===== config.mk =====
export PLATFORM = sky130hd
export DESIGN_NAME = multicycle_control_unit
export DESIGN_NICKNAME = d
export VERILOG_FILES = /design/src/rtl/multicycle_control_unit.sv
export SDC_FILE = /design/constraint.sdc
export NUM_CORES = 1
export LEC_CHECK = 0
export BUFFER_PORTS_ARGS = -buffer_cell sky130_fd_sc_hd__buf_2
export CAP_MARGIN = 30
export CORE_UTILIZATION = 54
export CTS_BUF_LIST = sky130_fd_sc_hd__clkbuf_4
export DETAILED_ROUTE_END_ITERATION = 16
export PLACE_DENSITY_LB_ADDON = 0.08
export SLEW_MARGIN = 0
export SYNTH_ARGS = -nofsm -noshare
export SYNTH_HDL_FRONTEND = slang
export SYNTH_SLANG_ARGS = --single-unit

===== constraint.sdc =====
create_clock -name clk -period 2.17 [get_ports clk]
set_input_delay 0.217 -clock clk [delete_from_list [all_inputs] [get_ports clk]]
set_output_delay 0.217 -clock clk [all_outputs]
set_load 0.1 [all_outputs]

===== src/rtl/multicycle_control_unit.sv =====
// Multi-cycle control unit for the 16-bit processor.
// Steps every instruction through FETCH/DECODE/EXEC/MEM/WB and drives the
// datapath control lines for each state. Memory accesses stall on mem_ready,
// illegal opcodes trap, and retired instructions are counted.
module multicycle_control_unit #(
  parameter int OPCODE_W  = 4,
  parameter int ALUOP_W   = 3,
  parameter int CNT_W     = 16,
  parameter bit TRAP_HALT = 1'b1
) (
  input  logic                clk,
  input  logic                reset,
  input  logic [OPCODE_W-1:0] opcode,
  input  logic                mem_ready,
  output logic                pc_write,
  output logic                pc_write_cond,
  output logic [1:0]          pc_src,
  output logic                ir_write,
  output logic                i_or_d,
  output logic                mem_read,
  output logic                mem_write,
  output logic                mem_to_reg,
  output logic                reg_dst,
  output logic                reg_write,
  output logic                alu_src_a,
  output logic [1:0]          alu_src_b,
  output logic [ALUOP_W-1:0]  alu_op,
  output logic                instr_done,
  output logic                illegal_op,
  output logic [CNT_W-1:0]    instr_count,
  output logic [2:0]          state
);

  // State codes double as the debug state output.
  typedef enum logic [2:0] {
    S_FETCH  = 3'd0,
    S_DECODE = 3'd1,
    S_EXEC   = 3'd2,
    S_MEM    = 3'd3,
    S_WB     = 3'd4,
    S_TRAP   = 3'd5
  } state_t;

  localparam logic [3:0] OP_AND = 4'd0;
  localparam logic [3:0] OP_OR  = 4'd1;
  localparam logic [3:0] OP_ADD = 4'd2;
  localparam logic [3:0] OP_SUB = 4'd6;
  localparam logic [3:0] OP_SLT = 4'd7;
  localparam logic [3:0] OP_LW  = 4'd8;
  localparam logic [3:0] OP_SW  = 4'd10;
  localparam logic [3:0] OP_BNE = 4'd14;
  localparam logic [3:0] OP_JMP = 4'd15;

  localparam logic [2:0] ALU_ADD = 3'b000;
  localparam logic [2:0] ALU_SUB = 3'b001;
  localparam logic [2:0] ALU_AND = 3'b010;
  localparam logic [2:0] ALU_OR  = 3'b011;
  localparam logic [2:0] ALU_SLT = 3'b100;

  localparam logic [1:0] PC_ALU    = 2'b00;
  localparam logic [1:0] PC_ALUOUT = 2'b01;
  localparam logic [1:0] PC_JUMP   = 2'b10;

  localparam logic [1:0] B_REG    = 2'b00;
  localparam logic [1:0] B_ONE    = 2'b01;
  localparam logic [1:0] B_IMM    = 2'b10;
  localparam logic [1:0] B_BRANCH = 2'b11;

  // Any set bit above the 4-bit opcode map makes the code illegal.
  function automatic logic upper_clear(input logic [OPCODE_W-1:0] op);
    return (op >> 4) == '0;
  endfunction

  function automatic logic is_rtype(input logic [OPCODE_W-1:0] op);
    logic [3:0] lo;
    lo = op[3:0];
    return upper_clear(op) &&
           (lo == OP_AND || lo == OP_OR || lo == OP_ADD ||
            lo == OP_SUB || lo == OP_SLT);
  endfunction

  function automatic logic is_op(input logic [OPCODE_W-1:0] op,
                                 input logic [3:0]          code);
    return upper_clear(op) && (op[3:0] == code);
  endfunction

  function automatic logic is_legal(input logic [OPCODE_W-1:0] op);
    return is_rtype(op) || is_op(op, OP_LW) || is_op(op, OP_SW) ||
           is_op(op, OP_BNE) || is_op(op, OP_JMP);
  endfunction

  // ALU function for R-type instructions; non R-type codes fall back to ADD.
  function automatic logic [2:0] rtype_alu(input logic [OPCODE_W-1:0] op);
    logic [2:0] code;
    case (op[3:0])
      OP_AND:  code = ALU_AND;
      OP_OR:   code = ALU_OR;
      OP_SUB:  code = ALU_SUB;
      OP_SLT:  code = ALU_SLT;
      default: code = ALU_ADD;
    endcase
    return code;
  endfunction

  state_t               state_q, state_d;
  logic [OPCODE_W-1:0]  opcode_q;
  logic [CNT_W-1:0]     count_q;

  // Enable outputs before the reset gate; reset must suppress every write.
  logic       pc_write_raw;
  logic       pc_write_cond_raw;
  logic       ir_write_raw;
  logic       mem_read_raw;
  logic       mem_write_raw;
  logic       reg_write_raw;
  logic       instr_done_raw;
  logic [2:0] alu_code;

  // Next-state selection; DECODE looks at the live opcode, later states at the latched one.
  always_comb begin
    state_d = S_FETCH;
    case (state_q)
      S_FETCH:  state_d = mem_ready ? S_DECODE : S_FETCH;
      S_DECODE: begin
        if (!is_legal(opcode))          state_d = S_TRAP;
        else if (is_op(opcode, OP_JMP)) state_d = S_FETCH;
        else                            state_d = S_EXEC;
      end
      S_EXEC: begin
        if (is_rtype(opcode_q))                                  state_d = S_WB;
        else if (is_op(opcode_q, OP_LW) || is_op(opcode_q, OP_SW)) state_d = S_MEM;
        else                                                     state_d = S_FETCH;
      end
      S_MEM: begin
        if (!mem_ready)                 state_d = S_MEM;
        else if (is_op(opcode_q, OP_LW)) state_d = S_WB;
        else                            state_d = S_FETCH;
      end
      S_WB:    state_d = S_FETCH;
      S_TRAP:  state_d = TRAP_HALT ? S_TRAP : S_FETCH;
      default: state_d = S_FETCH;
    endcase
  end

  // Per-state control decode; unlisted outputs stay at zero.
  always_comb begin
    pc_write_raw      = 1'b0;
    pc_write_cond_raw = 1'b0;
    pc_src            = PC_ALU;
    ir_write_raw      = 1'b0;
    i_or_d            = 1'b0;
    mem_read_raw      = 1'b0;
    mem_write_raw     = 1'b0;
    mem_to_reg        = 1'b0;
    reg_dst           = 1'b0;
    reg_write_raw     = 1'b0;
    alu_src_a         = 1'b0;
    alu_src_b         = B_REG;
    alu_code          = ALU_ADD;
    instr_done_raw    = 1'b0;
    illegal_op        = 1'b0;
    case (state_q)
      S_FETCH: begin
        mem_read_raw = 1'b1;
        alu_src_b    = B_ONE;
        ir_write_raw = mem_ready;
        pc_write_raw = mem_ready;
      end
      S_DECODE: begin
        alu_src_b = B_BRANCH;
        if (is_op(opcode, OP_JMP)) begin
          pc_write_raw   = 1'b1;
          pc_src         = PC_JUMP;
          instr_done_raw = 1'b1;
        end
      end
      S_EXEC: begin
        alu_src_a = 1'b1;
        if (is_rtype(opcode_q)) begin
          alu_code = rtype_alu(opcode_q);
        end else if (is_op(opcode_q, OP_BNE)) begin
          alu_code          = ALU_SUB;
          pc_write_cond_raw = 1'b1;
          pc_src            = PC_ALUOUT;
          instr_done_raw    = 1'b1;
        end else begin
          alu_src_b = B_IMM;
        end
      end
      S_MEM: begin
        i_or_d = 1'b1;
        if (is_op(opcode_q, OP_LW)) begin
          mem_read_raw = 1'b1;
        end else begin
          mem_write_raw  = 1'b1;
          instr_done_raw = mem_ready;
        end
      end
      S_WB: begin
        reg_write_raw  = 1'b1;
        instr_done_raw = 1'b1;
        if (is_op(opcode_q, OP_LW)) mem_to_reg = 1'b1;
        else                        reg_dst    = 1'b1;
      end
      S_TRAP:  illegal_op = 1'b1;
      default: ;
    endcase
  end

  // Gate all enables with reset so nothing is written while reset is held.
  always_comb begin
    pc_write      = pc_write_raw      & ~reset;
    pc_write_cond = pc_write_cond_raw & ~reset;
    ir_write      = ir_write_raw      & ~reset;
    mem_read      = mem_read_raw      & ~reset;
    mem_write     = mem_write_raw     & ~reset;
    reg_write     = reg_write_raw     & ~reset;
    instr_done    = instr_done_raw    & ~reset;
    alu_op        = ALUOP_W'(alu_code);
  end

  // State, latched opcode and retire counter.
  always_ff @(posedge clk) begin
    if (reset) begin
      state_q  <= S_FETCH;
      opcode_q <= '0;
      count_q  <= '0;
    end else begin
      state_q <= state_d;
      if (state_q == S_DECODE) opcode_q <= opcode;
      if (instr_done_raw)      count_q  <= count_q + CNT_W'(1);
    end
  end

  assign instr_count = count_q;
  assign state       = state_q;

endmodule


==> summary.txt, run 1 <==
Critical path
  – Depth of the most critical reg-to-reg path: 6
  – Largest stage delay, worst path: 0.43 ns
  – WP buf/inv: 3
  – Crit-path max FO: 14
  – Crit path cell chain: buf_4 > or3b_4 > o21a_4 > buf_8 > a21oi_4 > buf_12
  – Crit-path leading delay family: buffers and inverters
  – Worst Setup SP: state[1]$_SDFF_PP0_
  – Critical Path AT: 1.94 ns
  – Reg2reg end: instr_count[11]$_SDFFE_PP0P_
  – R2R Setup Slk: 0.13 ns
  – Critical Path Source Type: register
  – Setup crit end: instr_done
  – Req. time, crit path: 1.95 ns
  – Critical path's slowest cell: or3b_4
  – Kind of critical path: register to primary output
  – CP Depth: 6
  – Worst reg2reg startpoint: state[0]$_SDFF_PP0_
  – Worst setup EP type: primary output

Floorplan
  – Die Ht: 56.1 um
  – # IOs: 45
  – Core area: 2760 um2
  – Initial Util: 57.2%
  – Die width: 56.1 um
  – Die footprint: 3140 um2
  – Row cnt: 19

Route
  – Routed WL: 4000 um
  – # DRC: 0
  – Post-detailed-route count of antenna-violating nets: 0
  – WL/cell: 14.2 um
  – DR vias: 1649
  – Vias/cell: 5.85
  – DRT Pass-1 Iters: 5
  – DRC marker count from the first detailed-route iteration: 93

Pwr
  – Pwr/cell area: 467 nW/um2
  – Leakage: 0.000949 uW
  – Peak supply drop: 0.543 mV
  – Total power draw: 1040 uW

Timing
  – RSZ-0062 raised after global routing: yes
  – Max-Slew Margin vs Limit: 67.5%
  – Fmax: 0.464 GHz
  – Setup ws final: 0.0135 ns
  – Worst-margin pin slew: 0.491 ns
  – Final Hold Viols: 0
  – Worst Skew: 0.00633 ns
  – Final worst path period share: 99.4%
  – Final slew viol count: 0
  – # setup viols final: 0
  – Crit path time final: 2.16 ns

Placement
  – Gpl congestion: 0.915
  – Inst Count DP: 270
  – Placed instance area: 2090 um2
  – HPWL Detailed: 2960 um
  – Setup WS pre-CTS: 0.117 ns
  – IO buf count: 44

Synth
  – Synth Area in Adders: 0.793%
  – Unique masters post-synth: 43
  – Post-synth EDFFs: 0
  – Synth Warn #: 0
  – Largest family of logic cells by synthesized area: simple AND/OR/NAND/NOR gates
  – Syn_area_per_cell: 7.89 um2
  – Synth Area in XOR/XNOR: 0%
  – Synth top area share: 29.2%
  – Syn_nets: 208
  – FF+latch count, synth: 23
  – Compound-Gate Fraction of Synth Area: 18.3%
  – Main flop type after synthesis: dfxtp_1
  – Async SR Flop Fraction: 0%
  – Gate Count Post-Synth: 200
  – Mux share of post-synthesis cell area: 11.9%
  – Post-Syn Area: 1580 um2
  – Synth Area in Simple Gates: 33.4%
  – Sequential share of the synthesized area: 29.2%
  – Yosys top cell by area: dfxtp_1
  – Synth top area cells: dfxtp_1 (29%), nor2_1 (7.1%), nor2b_1 (6.7%)

CTS
  – Clk Tree Root Cell: clkbuf_4
  – Clk sink count: 23
  – Clock transition at the registers of the reported paths: 0.13 ns
  – Post-CTS Hold Fix Bufs: 0
  – Clock latency at the later pin of the worst-skew pair: 0.31 ns
  – Clock buffer depth: 2
  – TritonCTS buffer count: 3
  – CTS tree: done
  – H-tree depth: 1

Global routing
  – Initial antenna violation count: 0
  – First-pass GRT wire length: 6690 um
  – Vias in the first global route: 1508
  – Pin count of the biggest net entering global routing: 34
  – Remaining global-route overflow: 0
  – Tot GR Track Use: 26.1%

Layout
  – Most common cell after layout, fill and taps aside: buf_2
  – Proportion of layout cells with a drive suffix above 1: 45.0%
  – Final Util: 80.5%
  – Antenna diodes: 0
  – Post-route cell area: 2220 um2
  – Post-layout nets: 260
  – Post-Layout Cell Count: 282
  – Area growth syn-to-layout: 40.7%
  – Most frequent cells in the layout: buf_2 (34), nor2_1 (26), nor2b_1 (17), buf_4 (15), dfxtp_1 (12)

Run status
  – Status: completed

Flow run
  – Number of max-cap violations: 0

Worst hold path
  – Hold Crit Class: primary input to register
## Yosys cell counts (all sizes together), types with 3 or more instances
cell / number
inv: 6
nor3: 7
o21ai: 8
a21boi: 3
mux2i: 3
buf: 7
dfxtp: 23
nor2b: 17
clkbuf: 8
nand4: 6
nand2: 6
mux2: 14
nand3: 7
a211oi: 3
nor2: 30
a21oi: 18
and3: 4
or3b: 3
## power by group
group          total [uW]  internal, uW  switching [uW]  leakage (uW)
logic                 381           117             264      0.000738
clock network         211          84.3             127     0.0000184
registers             445           432            13.7      0.000192
total                1040           634             404      0.000949
## state kept, by name, indices dropped and copies added (netlist names)
register / cells
instr_count: 16
opcode_q: 4
state: 3
## stage by stage
| stage | setup TNS (ns) | hold WS [ns] |
|---|---|---|
| 3_3_place_gp | 0 | 0.491 |
| 5_1_grt | -0.0301 | 0.215 |
| 6_report | 0 | 0.190 |
| 3_5_place_dp | 0 | 0.489 |
| 2_1_floorplan | -0.848 | 0.356 |
| 4_1_cts | 0 | 0.192 |
## routing by layer
metal / vias to the layer above / track usage (%) / part of all wire [%]
li1: 808 / - / -
met1: 788 / 32.2 / 42
met2: 49 / 46.4 / 53
met3: 4 / 3.95 / 4.1
met4: 0 / 8.36 / 0.88
met5: - / 0 / 0
## worst reg2reg max path, stage by stage, from the launching register on
cell     delay [ns]
dfxtp_4        0.38
or3b_4         0.40
o32a_1         0.34
buf_4          0.18
buf_4          0.17
a21oi_1        0.14
mux2_2         0.35
## cell type report
cell class	count	area [um2]
sequential	23	482
multi-input combinational	156	1140
fill	188	538
timing repair buffer	62	504
clock buffer	4	30.0
inverter	6	22.5
tap	31	38.8
## worst min-delay path by stage
stage / startpoint / end / slack, ns / cells past startpoint
finish: opcode[0] / opcode_q[0]$_SDFFE_PP0P_ / 0.19 / 3
global route: opcode[0] / opcode_q[0]$_SDFFE_PP0P_ / 0.21 / 3
CTS: opcode[0] / opcode_q[0]$_SDFFE_PP0P_ / 0.19 / 3
detailed placement: instr_count[1]$_SDFFE_PP0P_ / instr_count[1]$_SDFFE_PP0P_ / 0.49 / 2
global placement: instr_count[1]$_SDFFE_PP0P_ / instr_count[1]$_SDFFE_PP0P_ / 0.49 / 2
floorplan: opcode[0] / opcode_q[0]$_SDFFE_PP0P_ / 0.36 / 2
## timing repair
item	in CTS	in global routing
setup buffers	8	0
setup endpoints to repair	1	3
gates resized for setup	6	3
pin swaps	3	2
## kinds of logic (layout without fill, tap and decap cells)
logic type      count (synthesis)  count (layout)
mux                            17              17
buf+inv                        21              72
fa+ha+maj                       1               1
simple gates                   97              97
compound gates                 41              41
flops                          23              23
No activity file was read; power rests on OpenSTA's default activity.
==> run 2: changes to the inputs <==
--- a/config.mk
+++ b/config.mk
@@ -7,7 +7,7 @@
 export LEC_CHECK = 0
 export BUFFER_PORTS_ARGS = -buffer_cell sky130_fd_sc_hd__buf_2
 export CAP_MARGIN = 30
-export CORE_UTILIZATION = 54
+export CORE_UTILIZATION = 30
 export CTS_BUF_LIST = sky130_fd_sc_hd__clkbuf_4
 export DETAILED_ROUTE_END_ITERATION = 16
 export PLACE_DENSITY_LB_ADDON = 0.08
==> run 2 against run 1 <==
Setup slack better by 0.053 ns. Sequential cell count unchanged. First-iteration DRC count down 6.5%. Final area up 4.1%. Clock power down 2%. Die area up 77%. Critical path depth unchanged. Combinational power up 2%. Utilization down 35 points. Maximum frequency up 2.5%. Clock skew down 0.0042 ns. Clock-buffer cell count unchanged.
==> summary.txt, run 2 (synthesis gave the netlist of run 1 again) <==
Timing
  – Max-Slew Margin vs Limit: 67.5% (about the same)
  – Setup ws final: 0.0665 ns (+0.0530 ns)
  – Final setup TNS: 0 ns (unchanged)
  – Worst Skew: 0.00208 ns (-0.00425 ns)
  – Fmax: 0.475 GHz (+2.5%)
  – Final Hold Viols: 0 (unchanged)
  – Final slew viol count: 0 (unchanged)
  – Final worst path period share: 96.9% (-2.4 points)
  – Worst-margin pin slew: 0.491 ns (-0.00000441 ns)
  – # setup viols final: 0 (unchanged)
  – Crit path time final: 2.10 ns (-0.0530 ns)

Pwr
  – Leakage: 0.000972 uW (+2.4%)
  – Pwr/cell area: 451 nW/um2 (-3.6%)
  – Peak supply drop: 0.204 mV (-62%)

Route
  – Routed WL: 4150 um (+3.8%)
  – WL/cell: 12.7 um (-10%)
  – DRC marker count from the first detailed-route iteration: 87 (-6.5%)
  – # DRC: 0 (unchanged)
  – DRT Pass-1 Iters: 5 (unchanged)
  – Post-detailed-route count of antenna-violating nets: 0 (unchanged)
  – DR vias: 1592 (-3.5%)
  – Vias/cell: 4.88 (-16%)

Floorplan
  – Initial Util: 31.1% (-26 points)
  – Row cnt: 26 (+7)
  – # IOs: 45 (unchanged)
  – Die footprint: 5550 um2 (+77%)
  – Die width: 74.5 um (+33%)
  – Core area: 5070 um2 (+84%)
  – Die Ht: 74.5 um (+33%)

CTS
  – Clock buffer depth: 2 (unchanged)
  – Post-CTS Hold Fix Bufs: 0 (unchanged)
  – Clock latency at the later pin of the worst-skew pair: 0.31 ns (about the same)
  – Clk Tree Root Cell: clkbuf_4
  – TritonCTS buffer count: 3 (unchanged)
  – Clock transition at the registers of the reported paths: 0.12 ns (about the same)
  – CTS tree: done
  – Clk sink count: 23 (unchanged)
  – H-tree depth: 1 (unchanged)

Placement
  – Setup WS pre-CTS: 0.0902 ns (-0.0271 ns)
  – IO buf count: 44 (unchanged)
  – Gpl congestion: 0.776 (-15%)
  – Placed instance area: 2180 um2 (+4.5%)
  – Inst Count DP: 315 (+17%)
  – HPWL Detailed: 3180 um (+7.2%)

Run status
  – Status: completed

Critical path
  – Worst setup EP type: primary output
  – Critical Path AT: 1.89 ns (-0.05 ns)
  – Kind of critical path: register to primary output
  – Crit-path max FO: 12 (-2)
  – Critical Path Source Type: register
  – Req. time, crit path: 1.95 ns (about the same)

Layout
  – Area growth syn-to-layout: 46.4%
  – Largest register FFs: 16 (unchanged)
  – Most common cell after layout, fill and taps aside: buf_2
  – Post-Layout Cell Count: 326 (+16%)
  – Most frequent cells in the layout: buf_2 (33), nor2_1 (26), buf_4 (22), nor2b_1 (17), dfxtp_1 (12)
  – Post-layout nets: 265 (+1.9%)
  – Antenna diodes: 0 (unchanged)
  – Proportion of layout cells with a drive suffix above 1: 46.5% (+1.5 points)
  – Post-route cell area: 2310 um2 (+4.1%)

Worst hold path
  – Hold Crit Class: primary input to register

Global routing
  – Tot GR Track Use: 15.8% (-10 points)
  – Vias in the first global route: 1471 (-2.5%)
  – First-pass GRT wire length: 6850 um (+2.4%)
  – Initial antenna violation count: 0 (unchanged)
  – Remaining global-route overflow: 0 (unchanged)
  – Pin count of the biggest net entering global routing: 38 (+12%)

Flow run
  – Number of max-cap violations: 0 (unchanged)
[run 2: final timing paths]
kind,to,depth (start not counted),slack [ns],startpoint
hold reg to reg,instr_count[1]$_SDFFE_PP0P_,2,0.53,instr_count[1]$_SDFFE_PP0P_
hold / removal,opcode_q[0]$_SDFFE_PP0P_,3,0.19,opcode[0]
setup reg to reg,instr_count[12]$_SDFFE_PP0P_,5,0.10,state[0]$_SDFF_PP0_
setup / recovery,instr_done,6,0.07,state[0]$_SDFF_PP0_
[run 2: metrics by stage]
step / hold slack, ns / power (uW) / utilization [%]
floorplan: 0.356 / 725 / -
global placement: 0.508 / 824 / 43.0
detailed placement: 0.503 / 824 / 43.0
CTS: 0.183 / 1050 / 44.7
global route: 0.204 / 1100 / 45.5
finish: 0.188 / 1040 / 45.5
[run 2: critical path, stage by stage (launching register included)]
cell	delay, ns
dfxtp_4	0.37
buf_4	0.15
or3b_4	0.40
o21a_4	0.15
buf_12	0.15
a21oi_4	0.16
buf_12	0.19
[run 2: layer usage]
| metal | vias up | share of wire [%] | track usage, % |
|---|---|---|---|
| li1 | 820 | - | - |
| met1 | 738 | 47 | 21.4 |
| met2 | 30 | 49 | 27.1 |
| met3 | 4 | 2.6 | 1.22 |
| met4 | 0 | 0.87 | 3.77 |
| met5 | - | 0 | 0 |
[run 2: layout make-up]
type                       count  area [um2]
inverter                       6        22.5
tap                           70        87.6
timing repair buffer          67         533
multi-input combinational    156        1150
clock buffer                   4        30.0
fill                         527        2770
sequential                    23         482
[run 2: power breakdown]
part           leakage (uW)  internal (uW)  switching, uW
clock network     0.0000184           84.2            123
registers          0.000192            432           13.4
logic              0.000761            125            264
[run 2: what timing repair did]
item | in CTS | in global routing
buffers inserted | 5 | 3
gates resized for setup | 6 | 6
endpoints found under the hold margin | 0 | 0
pin swaps | 2 | 3
endpoints found under the setup margin | 2 | 4
==> run 3: changes to the inputs <==
--- a/config.mk
+++ b/config.mk
@@ -7,6 +7,8 @@
 export LEC_CHECK = 0
 export BUFFER_PORTS_ARGS = -buffer_cell sky130_fd_sc_hd__buf_2
 export CAP_MARGIN = 30
+export CELL_PAD_IN_SITES_DETAIL_PLACEMENT = 1
+export CELL_PAD_IN_SITES_GLOBAL_PLACEMENT = 2
 export CORE_UTILIZATION = 30
 export CTS_BUF_LIST = sky130_fd_sc_hd__clkbuf_4
 export DETAILED_ROUTE_END_ITERATION = 16
@@ -15,3 +17,4 @@
 export SYNTH_ARGS = -nofsm -noshare
 export SYNTH_HDL_FRONTEND = slang
 export SYNTH_SLANG_ARGS = --single-unit
+export TNS_END_PERCENT = 1
==> run 3 against run 2 <==
Critical endpoint unchanged. Sequential power hardly changed. Utilization is 1.1 points lower. Die area stayed put. Power is 0.48% lower. Non-clock buffer count is 4 lower. Final area is 2.5% lower. First-iteration DRC count is 59% lower. Global-route usage is 2.4 points higher. Clock skew hardly changed. Critical path type unchanged. Clock power is 2% higher. Final cell count is 1.2% lower.
==> summary.txt, run 3 (synthesis gave the netlist of run 1 again) <==
CTS
  – CTS tree: done
  – Clk Tree Root Cell: clkbuf_4
  – H-tree depth: 1 (unchanged)
  – Clk sink count: 23 (unchanged)
  – Clock latency at the later pin of the worst-skew pair: 0.31 ns (about the same)
  – Clock transition at the registers of the reported paths: 0.14 ns (+0.02 ns)
  – Clock buffer depth: 2 (unchanged)
  – TritonCTS buffer count: 3 (unchanged)
  – Post-CTS Hold Fix Bufs: 0 (unchanged)

Timing
  – Worst Skew: 0.00180 ns (-0.000280 ns)
  – Final worst path period share: 98.1% (+1.1 points)
  – Setup ws final: 0.0418 ns (-0.0247 ns)
  – Fmax: 0.470 GHz (-1.2%)
  – RSZ-0062 raised after global routing: yes
  – Crit path time final: 2.13 ns (+0.0247 ns)
  – # setup viols final: 0 (unchanged)
  – Worst-margin pin slew: 0.494 ns (+0.00340 ns)
  – Final Hold Viols: 0 (unchanged)
  – Max-Slew Margin vs Limit: 67.3% (-0.23 points)
  – Hold_ws: 0.183 ns (-0.00484 ns)
  – Final slew viol count: 0 (unchanged)

Pwr
  – Peak supply drop: 0.272 mV (+33%)
  – Clock share of power: 20.4% (+0.5 points)
  – Flop pwr share: 43.0% (+0.2 points)
  – Psw: 419 uW (+4.7%)
  – Pwr/cell area: 460 nW/um2 (+2.1%)
  – P_int: 617 uW (-3.7%)
  – Comb pwr share: 36.6% (-0.7 points)
  – Leakage: 0.000949 uW (-2.3%)
  – Net Sw Frac: 40.5% (+2.0 points)

Global routing
  – Tot GR Track Use: 18.2% (+2.4 points)
  – Remaining global-route overflow: 0 (unchanged)
  – Initial antenna violation count: 0 (unchanged)
  – Pin count of the biggest net entering global routing: 27 (-29%)
  – Vias in the first global route: 1689 (+15%)
  – First-pass GRT wire length: 7800 um (+14%)

Route
  – Vias/cell: 5.07 (+3.7%)
  – DRT Pass-1 Iters: 4 (-1)
  – DR vias: 1631 (+2.4%)
  – WL/cell: 14.8 um (+16%)
  – Routed WL: 4760 um (+15%)
  – DRC marker count from the first detailed-route iteration: 36 (-59%)
  – # DRC: 0 (unchanged)
  – Post-detailed-route count of antenna-violating nets: 0 (unchanged)

Layout
  – Antenna diodes: 0 (unchanged)
  – Area growth syn-to-layout: 42.7%
  – Post-Layout Cell Count: 322 (-1.2%)
  – Most common cell after layout, fill and taps aside: buf_2
  – Post-layout nets: 261 (-1.5%)
  – Proportion of layout cells with a drive suffix above 1: 42.5% (-4.0 points)
  – Most frequent cells in the layout: buf_2 (35), nor2_1 (26), dfxtp_1 (18), nor2b_1 (17), buf_4 (16)
  – # fillers: 636 (+21%)
  – Largest register FFs: 16 (unchanged)

Floorplan
  – # IOs: 45 (unchanged)
  – Die footprint: 5550 um2 (unchanged)
  – Die Ht: 74.5 um (unchanged)
  – Row cnt: 26 (unchanged)
  – Core area: 5070 um2 (unchanged)
  – Die width: 74.5 um (unchanged)
  – Initial Util: 31.1% (unchanged)

Critical path
  – Worst setup EP type: primary output
  – Critical Path Source Type: register
  – Req. time, crit path: 1.95 ns (about the same)
  – Critical Path AT: 1.91 ns (+0.02 ns)
  – Depth of the most critical reg-to-reg path: 7 (+2)
  – Kind of critical path: register to primary output
  – Crit-path max FO: 4 (-8)

Worst hold path
  – Hold Crit Class: primary input to register
  – Hold Crit Depth: 3 (unchanged)

Run status
  – Status: completed

Placement
  – Gpl congestion: 0.759 (-2.3%)
  – HPWL Detailed: 3600 um (+13%)
  – IO buf count: 44 (unchanged)
  – Inst Count DP: 309 (-1.9%)
  – Setup WS pre-CTS: 0.0957 ns (+0.00546 ns)

Flow run
  – Number of max-cap violations: 0 (unchanged)
==> run 3: cell count changes in the layout (fill, tap and decap cells not counted), moves of 2 or more <==
| cell | change |
|---|---|
| buf_4 | -6 |
| buf_2 | +2 |
| clkbuf_4 | -3 |
| dfxtp_1 | +6 |
| dfxtp_2 | -6 |
==> run 3: per-stage QoR <==
| step | TNS (ns) | total power (uW) | utilization (%) | cell area [um2] |
|---|---|---|---|---|
| floorplan | -1.90 | 721 | - | 1700 |
| global placement | 0 | 808 | 41.6 | 2110 |
| detailed placement | 0 | 815 | 41.6 | 2110 |
| CTS | 0 | 1050 | 44.1 | 2240 |
| global route | -0.00522 | 1090 | 44.4 | 2250 |
| finish | 0 | 1040 | 44.4 | 2250 |
==> run 3: metal layers <==
layer | wire, um | GRT usage, % | vias up | share of wire (%)
met5 | 0 | 0 | - | 0
met4 | 20 | 5.03 | 0 | 0.42
met3 | 96 | 2.03 | 2 | 2.0
met2 | 2690 | 36.4 | 22 | 57
met1 | 1950 | 19.8 | 792 | 41
li1 | - | - | 815 | -
==> run 3: critical path, stage by stage (launching register included) <==
cell	delay [ns]
dfxtp_4	0.39
or3b_4	0.38
o32a_1	0.34
buf_12	0.14
a21oi_4	0.15
buf_12	0.19
==> run 3: path summary, 6_finish.rpt <==
kind                                  endpoint  slack (ns)                         from
setup / recovery                    instr_done        0.04          state[1]$_SDFF_PP0_
setup reg to reg  instr_count[12]$_SDFFE_PP0P_        0.08          state[1]$_SDFF_PP0_
hold / removal        opcode_q[0]$_SDFFE_PP0P_        0.18                    opcode[0]
hold reg to reg    instr_count[1]$_SDFFE_PP0P_        0.51  instr_count[1]$_SDFFE_PP0P_
==> run 3: what timing repair did <==
item                                   in CTS  in global routing
setup endpoints to repair                   1                  5
gates resized for setup                     8                  3
setup buffers                               9                  0
endpoints found under the hold margin       0                  0
pin swaps                                   3                  3
==> run 3: area by class of cell <==
cell class              count  area (um2)  area share, %
flip-flops and latches     23         474           21.1
clock buffers               3        22.5           1.00
multi-input cells         156        1130           50.0
clock inverters             1        5.00          0.222
inverters                   6        22.5           1.00
repair buffers             63         514           22.8
well taps                  70        87.6           3.89
==> run 3: power groups by stage <==
stage	combinational, uW	clock [uW]	sequential, uW
2_1_floorplan	230	0	491
5_1_grt	400	240	448
6_report	379	211	445
4_1_cts	382	227	446
3_3_place_gp	347	0	461
3_5_place_dp	351	0	463
